===== config.mk =====
export PLATFORM = sky130hd
export DESIGN_NAME = rgb_sequencer
export DESIGN_NICKNAME = d
export VERILOG_FILES = /design/src/rtl/rgb_pkg.sv /design/src/rtl/rgb_pwm_channel.sv /design/src/rtl/rgb_sequencer.sv
export SDC_FILE = /design/constraint.sdc
export NUM_CORES = 1
export LEC_CHECK = 0
export CAP_MARGIN = 20
export CORE_ASPECT_RATIO = 1.75
export CORE_UTILIZATION = 48
export CTS_CLUSTER_SIZE = 12
export DETAILED_ROUTE_END_ITERATION = 10
export PLACE_DENSITY = 0.7
export SYNTH_ARGS = -nofsm -noshare
export SYNTH_HDL_FRONTEND = slang
export SYNTH_SLANG_ARGS = --single-unit

===== constraint.sdc =====
create_clock -name CLK -period 18 [get_ports CLK]
set_clock_uncertainty 0.05 [all_clocks]
set_input_delay 3.6 -clock CLK [delete_from_list [all_inputs] [get_ports CLK]]
set_output_delay 3.6 -clock CLK [all_outputs]
set_load 0.05 [all_outputs]

===== src/rtl/rgb_pkg.sv =====
// Shared constants and helpers for the RGB colour sequencer.
package rgb_pkg;

  // Widest colour word and channel field that chan_slice can handle.
  localparam int unsigned MAX_COLOR_W = 256;
  localparam int unsigned MAX_BITS    = 32;

  // Default rainbow palette, 8-bit RRGGBB words.
  localparam int unsigned RAINBOW_N = 7;
  localparam logic [23:0] RAINBOW [RAINBOW_N] = '{
    24'h9400D3, 24'h4B0082, 24'h0000FF, 24'h00FF00,
    24'hFFFF00, 24'hFF7F00, 24'hFA1010
  };

  // Palette index movement chosen for the current cycle.
  typedef enum logic [1:0] {
    MOVE_NONE = 2'd0,
    MOVE_FWD  = 2'd1,
    MOVE_BACK = 2'd2
  } move_e;

  // Extract channel 'chan' (field width 'bits', channel 0 = LSB field)
  // from a zero-extended colour word.
  function automatic logic [MAX_BITS-1:0] chan_slice(
    input logic [MAX_COLOR_W-1:0] color,
    input int unsigned            bits,
    input int unsigned            chan
  );
    logic [MAX_COLOR_W-1:0] shifted;
    logic [MAX_BITS-1:0]    mask;
    shifted = color >> (chan * bits);
    mask    = (MAX_BITS'(1) << bits) - MAX_BITS'(1);
    return shifted[MAX_BITS-1:0] & mask;
  endfunction

endpackage


===== src/rtl/rgb_pwm_channel.sv =====
// One PWM output: shadow duty latched at the period boundary, compare
// against the shared counter, optional inversion, registered pin.
module rgb_pwm_channel #(
  parameter int unsigned BITS   = 8,
  parameter int unsigned INVERT = 1
) (
  input  logic            clk_i,
  input  logic            rst_i,
  input  logic [BITS-1:0] pwm_cnt_i,
  input  logic            period_start_i,
  input  logic [BITS-1:0] duty_i,
  output logic            pin_o
);

  localparam logic INV = (INVERT != 0);

  logic [BITS-1:0] shadow_q;
  logic            pin_q;

  // Shadow duty only changes as the counter wraps to 0, so every period
  // uses a single duty value; the pin is registered off the compare.
  always_ff @(posedge clk_i or posedge rst_i) begin
    if (rst_i) begin
      shadow_q <= '0;
      pin_q    <= INV;
    end else begin
      if (period_start_i) begin
        shadow_q <= duty_i;
      end
      pin_q <= (pwm_cnt_i < shadow_q) ^ INV;
    end
  end

  assign pin_o = pin_q;

endmodule


===== src/rtl/rgb_sequencer.sv =====
// Colour sequencer: writable palette, dwell timer with manual stepping,
// optional per-channel crossfade, and CHANNELS PWM outputs.
module rgb_sequencer
  import rgb_pkg::*;
#(
  parameter int unsigned CHANNELS      = 3,
  parameter int unsigned BITS          = 8,
  parameter int unsigned STEPS         = 7,
  parameter int unsigned STEP_CYCLES   = 25000000,
  parameter int unsigned PRESCALE_LOG2 = 7,
  parameter int unsigned FADE_LOG2     = 10,
  parameter int unsigned INVERT        = 1
) (
  input  logic                       CLK,
  input  logic                       RST,
  input  logic                       run,
  input  logic                       step_next,
  input  logic                       step_prev,
  input  logic                       fade_en,
  input  logic                       wr_en,
  input  logic [$clog2(STEPS)-1:0]   wr_addr,
  input  logic [CHANNELS*BITS-1:0]   wr_data,
  output logic [$clog2(STEPS)-1:0]   cur_index,
  output logic [CHANNELS*BITS-1:0]   cur_color,
  output logic                       wrap,
  output logic [CHANNELS-1:0]        PWM_PIN
);

  localparam int unsigned IW  = $clog2(STEPS);
  localparam int unsigned IW1 = IW + 1;
  localparam int unsigned CW  = CHANNELS * BITS;
  localparam int unsigned DW  = $clog2(STEP_CYCLES);
  localparam int unsigned FW  = FADE_LOG2 + 1;
  localparam int unsigned PW  = PRESCALE_LOG2 + 1;

  localparam logic [IW-1:0]  LAST_IDX   = IW'(STEPS - 1);
  localparam logic [IW1-1:0] STEPS_W    = IW1'(STEPS);
  localparam logic [DW-1:0]  DWELL_LAST = DW'(STEP_CYCLES - 1);
  localparam logic [FW-1:0]  FADE_LAST  = FW'((1 << FADE_LOG2) - 1);
  localparam logic [PW-1:0]  PRE_LAST   = PW'((1 << PRESCALE_LOG2) - 1);

  // ---------------------------------------------------------------------
  // Palette
  // ---------------------------------------------------------------------
  logic [CW-1:0] palette_q [STEPS];
  logic          addr_ok;
  logic [CW-1:0] target;

  assign addr_ok = ({1'b0, wr_addr} < STEPS_W);

  // Palette write port; out-of-range addresses are dropped.
  always_ff @(posedge CLK or posedge RST) begin
    if (RST) begin
      for (int unsigned i = 0; i < STEPS; i++) begin
        palette_q[i] <= '0;
      end
    end else if (wr_en && addr_ok) begin
      palette_q[wr_addr] <= wr_data;
    end
  end

  // ---------------------------------------------------------------------
  // Dwell timer and index
  // ---------------------------------------------------------------------
  logic [DW-1:0] dwell_q, dwell_d;
  logic [IW-1:0] cur_index_q, cur_index_d;
  logic          wrap_q, wrap_d;
  logic          manual;
  logic          expire;
  move_e         move;

  assign manual = step_next | step_prev;
  assign expire = run && (dwell_q == DWELL_LAST);

  // Pick one move per cycle: a manual pulse overrides the timer so there
  // is never a double step; opposing pulses cancel.
  always_comb begin
    move = MOVE_NONE;
    if (step_next && !step_prev) begin
      move = MOVE_FWD;
    end else if (step_prev && !step_next) begin
      move = MOVE_BACK;
    end else if (!manual && expire) begin
      move = MOVE_FWD;
    end
  end

  // Next dwell count, index and wrap flag.
  always_comb begin
    dwell_d     = dwell_q;
    cur_index_d = cur_index_q;
    wrap_d      = 1'b0;
    if (manual) begin
      dwell_d = '0;
    end else if (run) begin
      dwell_d = expire ? '0 : dwell_q + 1'b1;
    end
    case (move)
      MOVE_FWD: begin
        cur_index_d = (cur_index_q == LAST_IDX) ? '0 : cur_index_q + 1'b1;
        wrap_d      = (cur_index_q == LAST_IDX);
      end
      MOVE_BACK: begin
        cur_index_d = (cur_index_q == '0) ? LAST_IDX : cur_index_q - 1'b1;
      end
      default: begin
        cur_index_d = cur_index_q;
      end
    endcase
  end

  // Dwell, index and wrap registers.
  always_ff @(posedge CLK or posedge RST) begin
    if (RST) begin
      dwell_q     <= '0;
      cur_index_q <= '0;
      wrap_q      <= 1'b0;
    end else begin
      dwell_q     <= dwell_d;
      cur_index_q <= cur_index_d;
      wrap_q      <= wrap_d;
    end
  end

  assign target = palette_q[cur_index_q];

  // ---------------------------------------------------------------------
  // Prescalers and shared PWM counter
  // ---------------------------------------------------------------------
  logic [FW-1:0]   fade_cnt_q;
  logic [PW-1:0]   pre_cnt_q;
  logic [BITS-1:0] pwm_cnt_q;
  logic            fade_tick;
  logic            pwm_tick;
  logic            period_start;

  assign fade_tick    = (fade_cnt_q == FADE_LAST);
  assign pwm_tick     = (pre_cnt_q == PRE_LAST);
  assign period_start = pwm_tick && (pwm_cnt_q == '1);

  // Free-running fade and PWM prescalers; PWM counter wraps naturally.
  always_ff @(posedge CLK or posedge RST) begin
    if (RST) begin
      fade_cnt_q <= '0;
      pre_cnt_q  <= '0;
      pwm_cnt_q  <= '0;
    end else begin
      fade_cnt_q <= fade_tick ? '0 : fade_cnt_q + 1'b1;
      pre_cnt_q  <= pwm_tick ? '0 : pre_cnt_q + 1'b1;
      if (pwm_tick) begin
        pwm_cnt_q <= pwm_cnt_q + 1'b1;
      end
    end
  end

  // ---------------------------------------------------------------------
  // Displayed colour: hard switch or 1-LSB-per-tick crossfade
  // ---------------------------------------------------------------------
  logic [CW-1:0]   cur_color_q, color_d;
  logic [BITS-1:0] cur_ch, tgt_ch;

  // Each channel walks independently toward its target field.
  always_comb begin
    color_d = cur_color_q;
    cur_ch  = '0;
    tgt_ch  = '0;
    for (int unsigned c = 0; c < CHANNELS; c++) begin
      cur_ch = BITS'(chan_slice(MAX_COLOR_W'(cur_color_q), BITS, c));
      tgt_ch = BITS'(chan_slice(MAX_COLOR_W'(target), BITS, c));
      if (!fade_en) begin
        color_d[c*BITS +: BITS] = tgt_ch;
      end else if (fade_tick) begin
        if (cur_ch < tgt_ch) begin
          color_d[c*BITS +: BITS] = cur_ch + 1'b1;
        end else if (cur_ch > tgt_ch) begin
          color_d[c*BITS +: BITS] = cur_ch - 1'b1;
        end
      end
    end
  end

  // Displayed colour register.
  always_ff @(posedge CLK or posedge RST) begin
    if (RST) begin
      cur_color_q <= '0;
    end else begin
      cur_color_q <= color_d;
    end
  end

  // ---------------------------------------------------------------------
  // PWM channels
  // ---------------------------------------------------------------------
  for (genvar g = 0; g < CHANNELS; g++) begin : g_pwm
    rgb_pwm_channel #(
      .BITS   (BITS),
      .INVERT (INVERT)
    ) u_ch (
      .clk_i          (CLK),
      .rst_i          (RST),
      .pwm_cnt_i      (pwm_cnt_q),
      .period_start_i (period_start),
      .duty_i         (BITS'(chan_slice(MAX_COLOR_W'(cur_color_q), BITS, g))),
      .pin_o          (PWM_PIN[g])
    );
  end

  assign cur_index = cur_index_q;
  assign cur_color = cur_color_q;
  assign wrap      = wrap_q;

endmodule

==> qor.txt <==
PD cells: 167.5 nW/um^2
Port Buf Inserts: 64
Initial Utilization: 48.99%
Initial antenna violation count: 0
Fraction of power spent switching nets: 38.67%
Vias/cell: 5.763
Clock Path Buffers: 3
Final nets: 1354
Clock Sinks: 275
CTS-repair resized insts: 0
VDD IR max: 0.09683 mV
Footprint of the multi-input gates: 6898 sq um
Total number of vias: 9394
Top post-synthesis cells by area: dfrtp_1 (48%), mux2_2 (16%), ha_1 (6.6%)
P_int: 1.647 mW
Fin. max-slew vios: 0
CTS root buf: clkbuf_16
Switch Pwr: 1.038 mW
Asr flop ratio synth: 100.0%
Cell Area, Synth: 14120 sq um
Global-route wire length before repair: 51020 um
Die ar.: 30140 sq um
Crit path kind: reg2out
Ant diodes: 0
1st-pass router iterations: 5
Fin util: 55.61%
Gr usage total: 21.15%
Syn avg cell area: 11.94 sq um
Area delta synth->final: 13.50%
Storage cell area: 6888 sq um
Commonest cells post-synth: dfrtp_1 (272), mux2_2 (202), o21ai_0 (78)
Clock network power share: 20.2%
Post-Syn Nets: 1295
Number of distinct library cells after synthesis: 59
Crit path from: cur_index[0]$_DFFE_PP0P_
Crit path largest cell delay: 0.93 ns
Critical path, cell by cell: buf_4, clkdlybuf4s50_1
Cts hold-fix bufs: 0
CTS tree: yes
Post-synth top area share: 48.19%
CORE AREA: 28830 sq um
WL/cell: 18.95 um
Top delay family on crit path: buffers and inverters
Crit path time final: 6.159 ns
Clock slew at reported path FFs: 0.06 ns
Syn. warnings: 0
Hold path start: pre_cnt_q[4]$_DFF_PP0_
CP arrival: 2.51 ns
Non-filler instance count after layout: 1630
Htree depth: 1
FP Rows: 82
Crit end category: primary output
Post-CTS Setup Bufs: 0
Req. time, crit path: 14.35 ns
Worst setup SP type: flip-flop
Final Worst Setup Slack: 11.84 ns
Leak pwr: 6.857 nW
R2R depth: 16
Hold Path End: pre_cnt_q[4]$_DFF_PP0_
Sequential share of power: 31.5%
Crit path max fanout: 25
Fill cell count: 2396
Max cap viols: 0
Syn Inst Count: 1183
DRC violation count after routing: 0
FF-to-FF setup slack: 12.79 ns
Final HPWL DP: 20940 um
Seq/Total Area, Yosys: 48.75%
Placer Congestion: 0.8337
Period utilisation layout: 34.21%
Critical register-to-register path endpoint: cur_color[23]$_DFFE_PP0P_
Worst slack at placement: 12.05 ns
Die Y-Extent: 228.9 um
WP buf/inv: 2
Inst Count DP: 1590
Hold Vio Cnt, Final: 0
Setup TNS: 0 ns
1st-iter DRT viols: 459
Yosys top cell by area: dfrtp_1
Cts bufs inserted: 28
Hold path depth: 1
Final Setup Violations: 0
Hold slack: 0.4362 ns
Slew margin rel.: 23.99%
Top Ports: 65
Status: finished clean
Tightest Pin Transition: 1.139 ns
FMAX: 0.1624 GHz
Worst Hold Class: reg2reg
EDFF count, synth: 0
Reg2reg start: cur_index[1]$_DFFE_PP0P_
Seq cells post-synth: 275
Gate power share: 48.3%
Slowest CP cell: clkdlybuf4s50_1
Layout cells sized above 1: 24.44%
RSZ-0062 raised after global routing: false
Post-DRT Antenna Nets: 0
Predominant post-synthesis flop cell: dfrtp_1
Pin count of the biggest net entering global routing: 132
Worst-Skew Late Latency: 0.55 ns
Detailed-route wire length: 30900 um
GRT overflow: 0
Most frequent cell after synthesis: dfrtp_1
Die extent in x: 131.7 um
Vias in the first global route: 9884
## power groups by stage
stage          sequential (mW)  combinational (mW)  clock [mW]
2_1_floorplan            0.910               0.910           0
3_3_place_gp             0.850                1.26           0
3_5_place_dp             0.855                1.29           0
4_1_cts                  0.846                1.30       0.559
5_1_grt                  0.861                1.42       0.579
6_report                 0.845                1.30       0.544
## layout by cell type, fill, tap and decap left out, drive strengths merged, types with 24 or more instances in the layout
| master | netlist | layout |
|---|---|---|
| dfrtp | 272 | 272 |
| xnor2 | 31 | 31 |
| clkdlybuf4s50 | 0 | 64 |
| a21oi | 53 | 53 |
| clkbuf | 32 | 36 |
| mux4 | 24 | 24 |
| ha | 75 | 75 |
| nand2 | 77 | 77 |
| mux2 | 202 | 202 |
| o21ai | 78 | 78 |
| nor2 | 70 | 70 |
| inv | 37 | 38 |
## area by class of cell
class / instances / share of cell area, %
clock buffers: 36 / 4.878
clock inverters: 4 / 0.3044
inverters: 37 / 0.9131
multi-input cells: 818 / 43.03
flip-flops and latches: 275 / 42.96
well taps: 378 / 2.950
repair buffers: 82 / 4.964
## layer usage
metal	track usage (%)	wire [um]	vias to the layer above
li1	-	-	4381
met1	24.11	12210	4799
met2	40.05	16850	156
met3	2.617	1000	58
met4	7.413	836	0
met5	0	0	-
## per-stage QoR
step	total power [mW]	instance area (sq um)
floorplan	1.820	14120
global placement	2.112	15170
detailed placement	2.147	15200
CTS	2.708	16030
global route	2.864	16030
finish	2.685	16030
## how the worst max path moves through the flow
| stage | endpoint | slack (ns) | cells after the start |
|---|---|---|---|
| 2_1_floorplan | cur_color[0]$_DFFE_PP0P_ | 6.77 | 1 |
| 3_3_place_gp | dwell_q[20]$_DFFE_PP0P_ | 12.09 | 7 |
| 3_5_place_dp | dwell_q[20]$_DFFE_PP0P_ | 12.05 | 7 |
| 4_1_cts | cur_index[0] | 11.77 | 2 |
| 5_1_grt | cur_index[0] | 11.70 | 2 |
| 6_report | cur_index[0] | 11.84 | 2 |
## cell families after synthesis
family,count (synthesis),synth area share [%]
buf+inv,90,2.613
simple gates,256,9.071
compound gates,196,8.646
xor+xnor,53,3.286
flops,275,48.75
mux,235,20.57
fa+ha+maj,78,7.069
## state kept, by name, indices dropped and copies added, names as in the netlist
signal               count
fade_cnt_q              11
dwell_q                 25
wrap                     1
pwm_cnt_q                8
palette_q              168
cur_color               24
g_pwm.u_ch.pin_o         3
g_pwm.u_ch.shadow_q     24
cur_index                3
pre_cnt_q                8
## worst reg2reg max path: cells and delay by family, from the launching register on
family	cells	cell delay, ns
AO/OA/AOI/OAI	8	2.31
XOR/XNOR	1	0.19
adder cells (fa/ha/maj)	2	0.56
buffers and inverters	1	0.56
flip-flops	1	0.72
multiplexers	2	0.50
AND/OR/NAND/NOR	2	0.19
(Power assumes the default switching activity.)
==> patch (config.mk and constraints unchanged) <==
Make the reset (`RST` and `rst_i`) synchronous in 5 clocked blocks.
--- a/src/rtl/rgb_pwm_channel.sv
+++ b/src/rtl/rgb_pwm_channel.sv
@@ -21,3 +21,3 @@
   // uses a single duty value; the pin is registered off the compare.
-  always_ff @(posedge clk_i or posedge rst_i) begin
+  always_ff @(posedge clk_i) begin
     if (rst_i) begin
--- a/src/rtl/rgb_sequencer.sv
+++ b/src/rtl/rgb_sequencer.sv
@@ -51,3 +51,3 @@
   // Palette write port; out-of-range addresses are dropped.
-  always_ff @(posedge CLK or posedge RST) begin
+  always_ff @(posedge CLK) begin
     if (RST) begin
@@ -112,3 +112,3 @@
   // Dwell, index and wrap registers.
-  always_ff @(posedge CLK or posedge RST) begin
+  always_ff @(posedge CLK) begin
     if (RST) begin
@@ -141,3 +141,3 @@
   // Free-running fade and PWM prescalers; PWM counter wraps naturally.
-  always_ff @(posedge CLK or posedge RST) begin
+  always_ff @(posedge CLK) begin
     if (RST) begin
@@ -182,3 +182,3 @@
   // Displayed colour register.
-  always_ff @(posedge CLK or posedge RST) begin
+  always_ff @(posedge CLK) begin
     if (RST) begin
Formal check against the unedited RTL: differs if RST is asserted again (counterexample within 4 cycles, from zero or initial values and one cycle with RST high); with RST held inactive, the same outputs for 4 cycles.
==> patch against the original RTL <==
- maximum frequency is 6.3% lower
- sequential cell count up 27
- count of clock-buffer cells in the layout is 17 higher
- setup slack got worse by 0.41 ns
- first-iteration DRC count increased by 51%
- synthesized cell count increased by 12%
- area after synthesis up 4.1%
- routed wire length grew 5.3%
- final area up 4.1%
- final cell count up 11%
Power is not compared: it rests on default switching activity, and its combinational part moved more than twofold at a synthesized area within 25%.
==> patch: results (changes against the original RTL) <==
| Metric | Value |
|---|---|
| Area delta synth->final | 13.5% (about the same) |
| Multi-In Gates | 918 (was 818) |
| Number of synthesized register bits | 302 (was 275) |
| Met2 usage | 0.419 (was 0.400) |
| FILL cells | 2,590 (was 2,396) |
| Slowest CP cell | nand2_1 (was clkdlybuf4s50_1) |
| Multi-input gate area | 6560 um2 (was 6900 um2) |
| Avg Vias per Cell | 5.51 (was 5.76) |
| GRT met1 Usage | 0.232 (was 0.241) |
| Fin cells | 1,804 (was 1,630) |
| GPL Wtd Cong | 0.833 (was 0.834) |
| Synth top cells by count | 210 x nor2_1, 168 x edfxtp_1, 134 x dfxtp_1 (was 272 x dfrtp_1, 202 x mux2_2, 78 x o21ai_0) |
| Cts bufs inserted | 30 (was 28) |
| HPWL after DPL | 22,500 um (was 20,900 um) |
| DR WL met3 | 1080 um (was 1000 um) |
| Clock buffer count | 53 (was 36) |
| Buffers outside the clock class | 80 (was 82) |
| Routed wire length | 32,500 um (was 30,900 um) |
| Register area share after synthesis | 0.526 (was 0.487) |
| Largest net degree at the start of global routing | 58 (was 132) |
| Met1 WL | 12,400 um (was 12,200 um) |
| WL met2 | 18,100 um (was 16,900 um) |
| DP Cell Count | 1,746 (was 1,590) |
| Ys async rst share | 0 (was 1.00) |
| Vias in the first global route | 10,143 (was 9,884) |
| GR Layer Usage met3 | 0.0215 (was 0.0262) |
| Clock Path Buffers | 3 (unchanged) |
| Adder-Cell Fraction of Synth Area | 0.0679 (was 0.0707) |
| Largest regs | palette_q x192, dwell_q x25 (was palette_q x168, dwell_q x25) |
| Post-Synth XOR/XNOR Area | 0.0340 (was 0.0329) |
| Synth Instances | 1,320 (was 1,183) |
| Number of synthesized flops with an enable pin | 168 (was 0) |
| Non-Clock Inverter Count | 61 (was 37) |
| NonClk Buf Share | 0.0468 (was 0.0496) |
| FF+latch area | 7730 um2 (was 6890 um2) |
| All-Layer GR Usage | 0.213 (was 0.212) |
| Clk tree area frac | 0.0538 (was 0.0518) |
| Drt initial violations | 693 (was 459) |
| CP max FO | 28 (was 25) |
| Top cells by area in the synthesized netlist | edfxtp_1 34%, dfxtp_1 18%, mux4_2 7.4%, ha_1 6.4%, nor2_1 5.4% (was dfrtp_1 48%, mux2_2 16%, ha_1 6.6%, mux4_2 3.8%, o21ai_0 2.8%) |
| Ys flop type | edfxtp_1 (was dfrtp_1) |
| Post-layout nets | 1,505 (was 1,354) |
| Slowest Stage Delay on Critical Path | 0.96 ns (was 0.93 ns) |
| First-pass GRT wire length | 52,100 um (was 51,000 um) |
| Post-synthesis cell type count | 71 (was 59) |
| Placed cell area | 15,700 um2 (was 15,200 um2) |
| Rel. slew slack | 0.300 (was 0.240) |
| CP delay by family, top | simple AND/OR/NAND/NOR gates (was buffers and inverters) |
| Setup slack at placement | 10.83 ns (was 12.05 ns) |
| Status | finished clean (unchanged) |
| Synth Area in Compound Gates | 0.0835 (was 0.0865) |
| Mux cell area share after synthesis | 0.100 (was 0.206) |
| Layout cell share with drive strength beyond 1 | 0.0960 (was 0.244) |
| Synth Area per Inst | 11.1 um2 (was 11.9 um2) |
-- patch: changes by cell type after synthesis, moves of 24 or more --
cell,before,now
dfrtp_1,272,0
mux2_2,202,4
edfxtp_1,0,168
nor2_1,69,210
dfxtp_1,0,134
o21ai_0,78,14
nand2_1,75,131
a21oi_1,53,93
and2_1,3,29
mux2i_1,9,35
mux4_2,24,48
-- patch: final timing paths --
check                                                from                        end  slack (ns)  cells past startpoint
worst max-delay path                           wr_addr[0]           palette_q[0][15]       11.43                      5
worst min-delay path            g_pwm[2].u_ch.shadow_q[2]  g_pwm[2].u_ch.shadow_q[2]        0.40                      2
worst max register to register                   register              cur_color[22]       12.92                     14
worst min register to register  g_pwm[2].u_ch.shadow_q[2]  g_pwm[2].u_ch.shadow_q[2]        0.40                      2
-- patch: logic make-up after synthesis --
logic type / after synthesis
XOR/XNOR: 54
buffers and inverters: 123
multiplexers: 87
adder cells (fa/ha/maj): 78
AND/OR/NAND/NOR: 485
other: 1
flip-flops: 302
AO/OA/AOI/OAI: 190
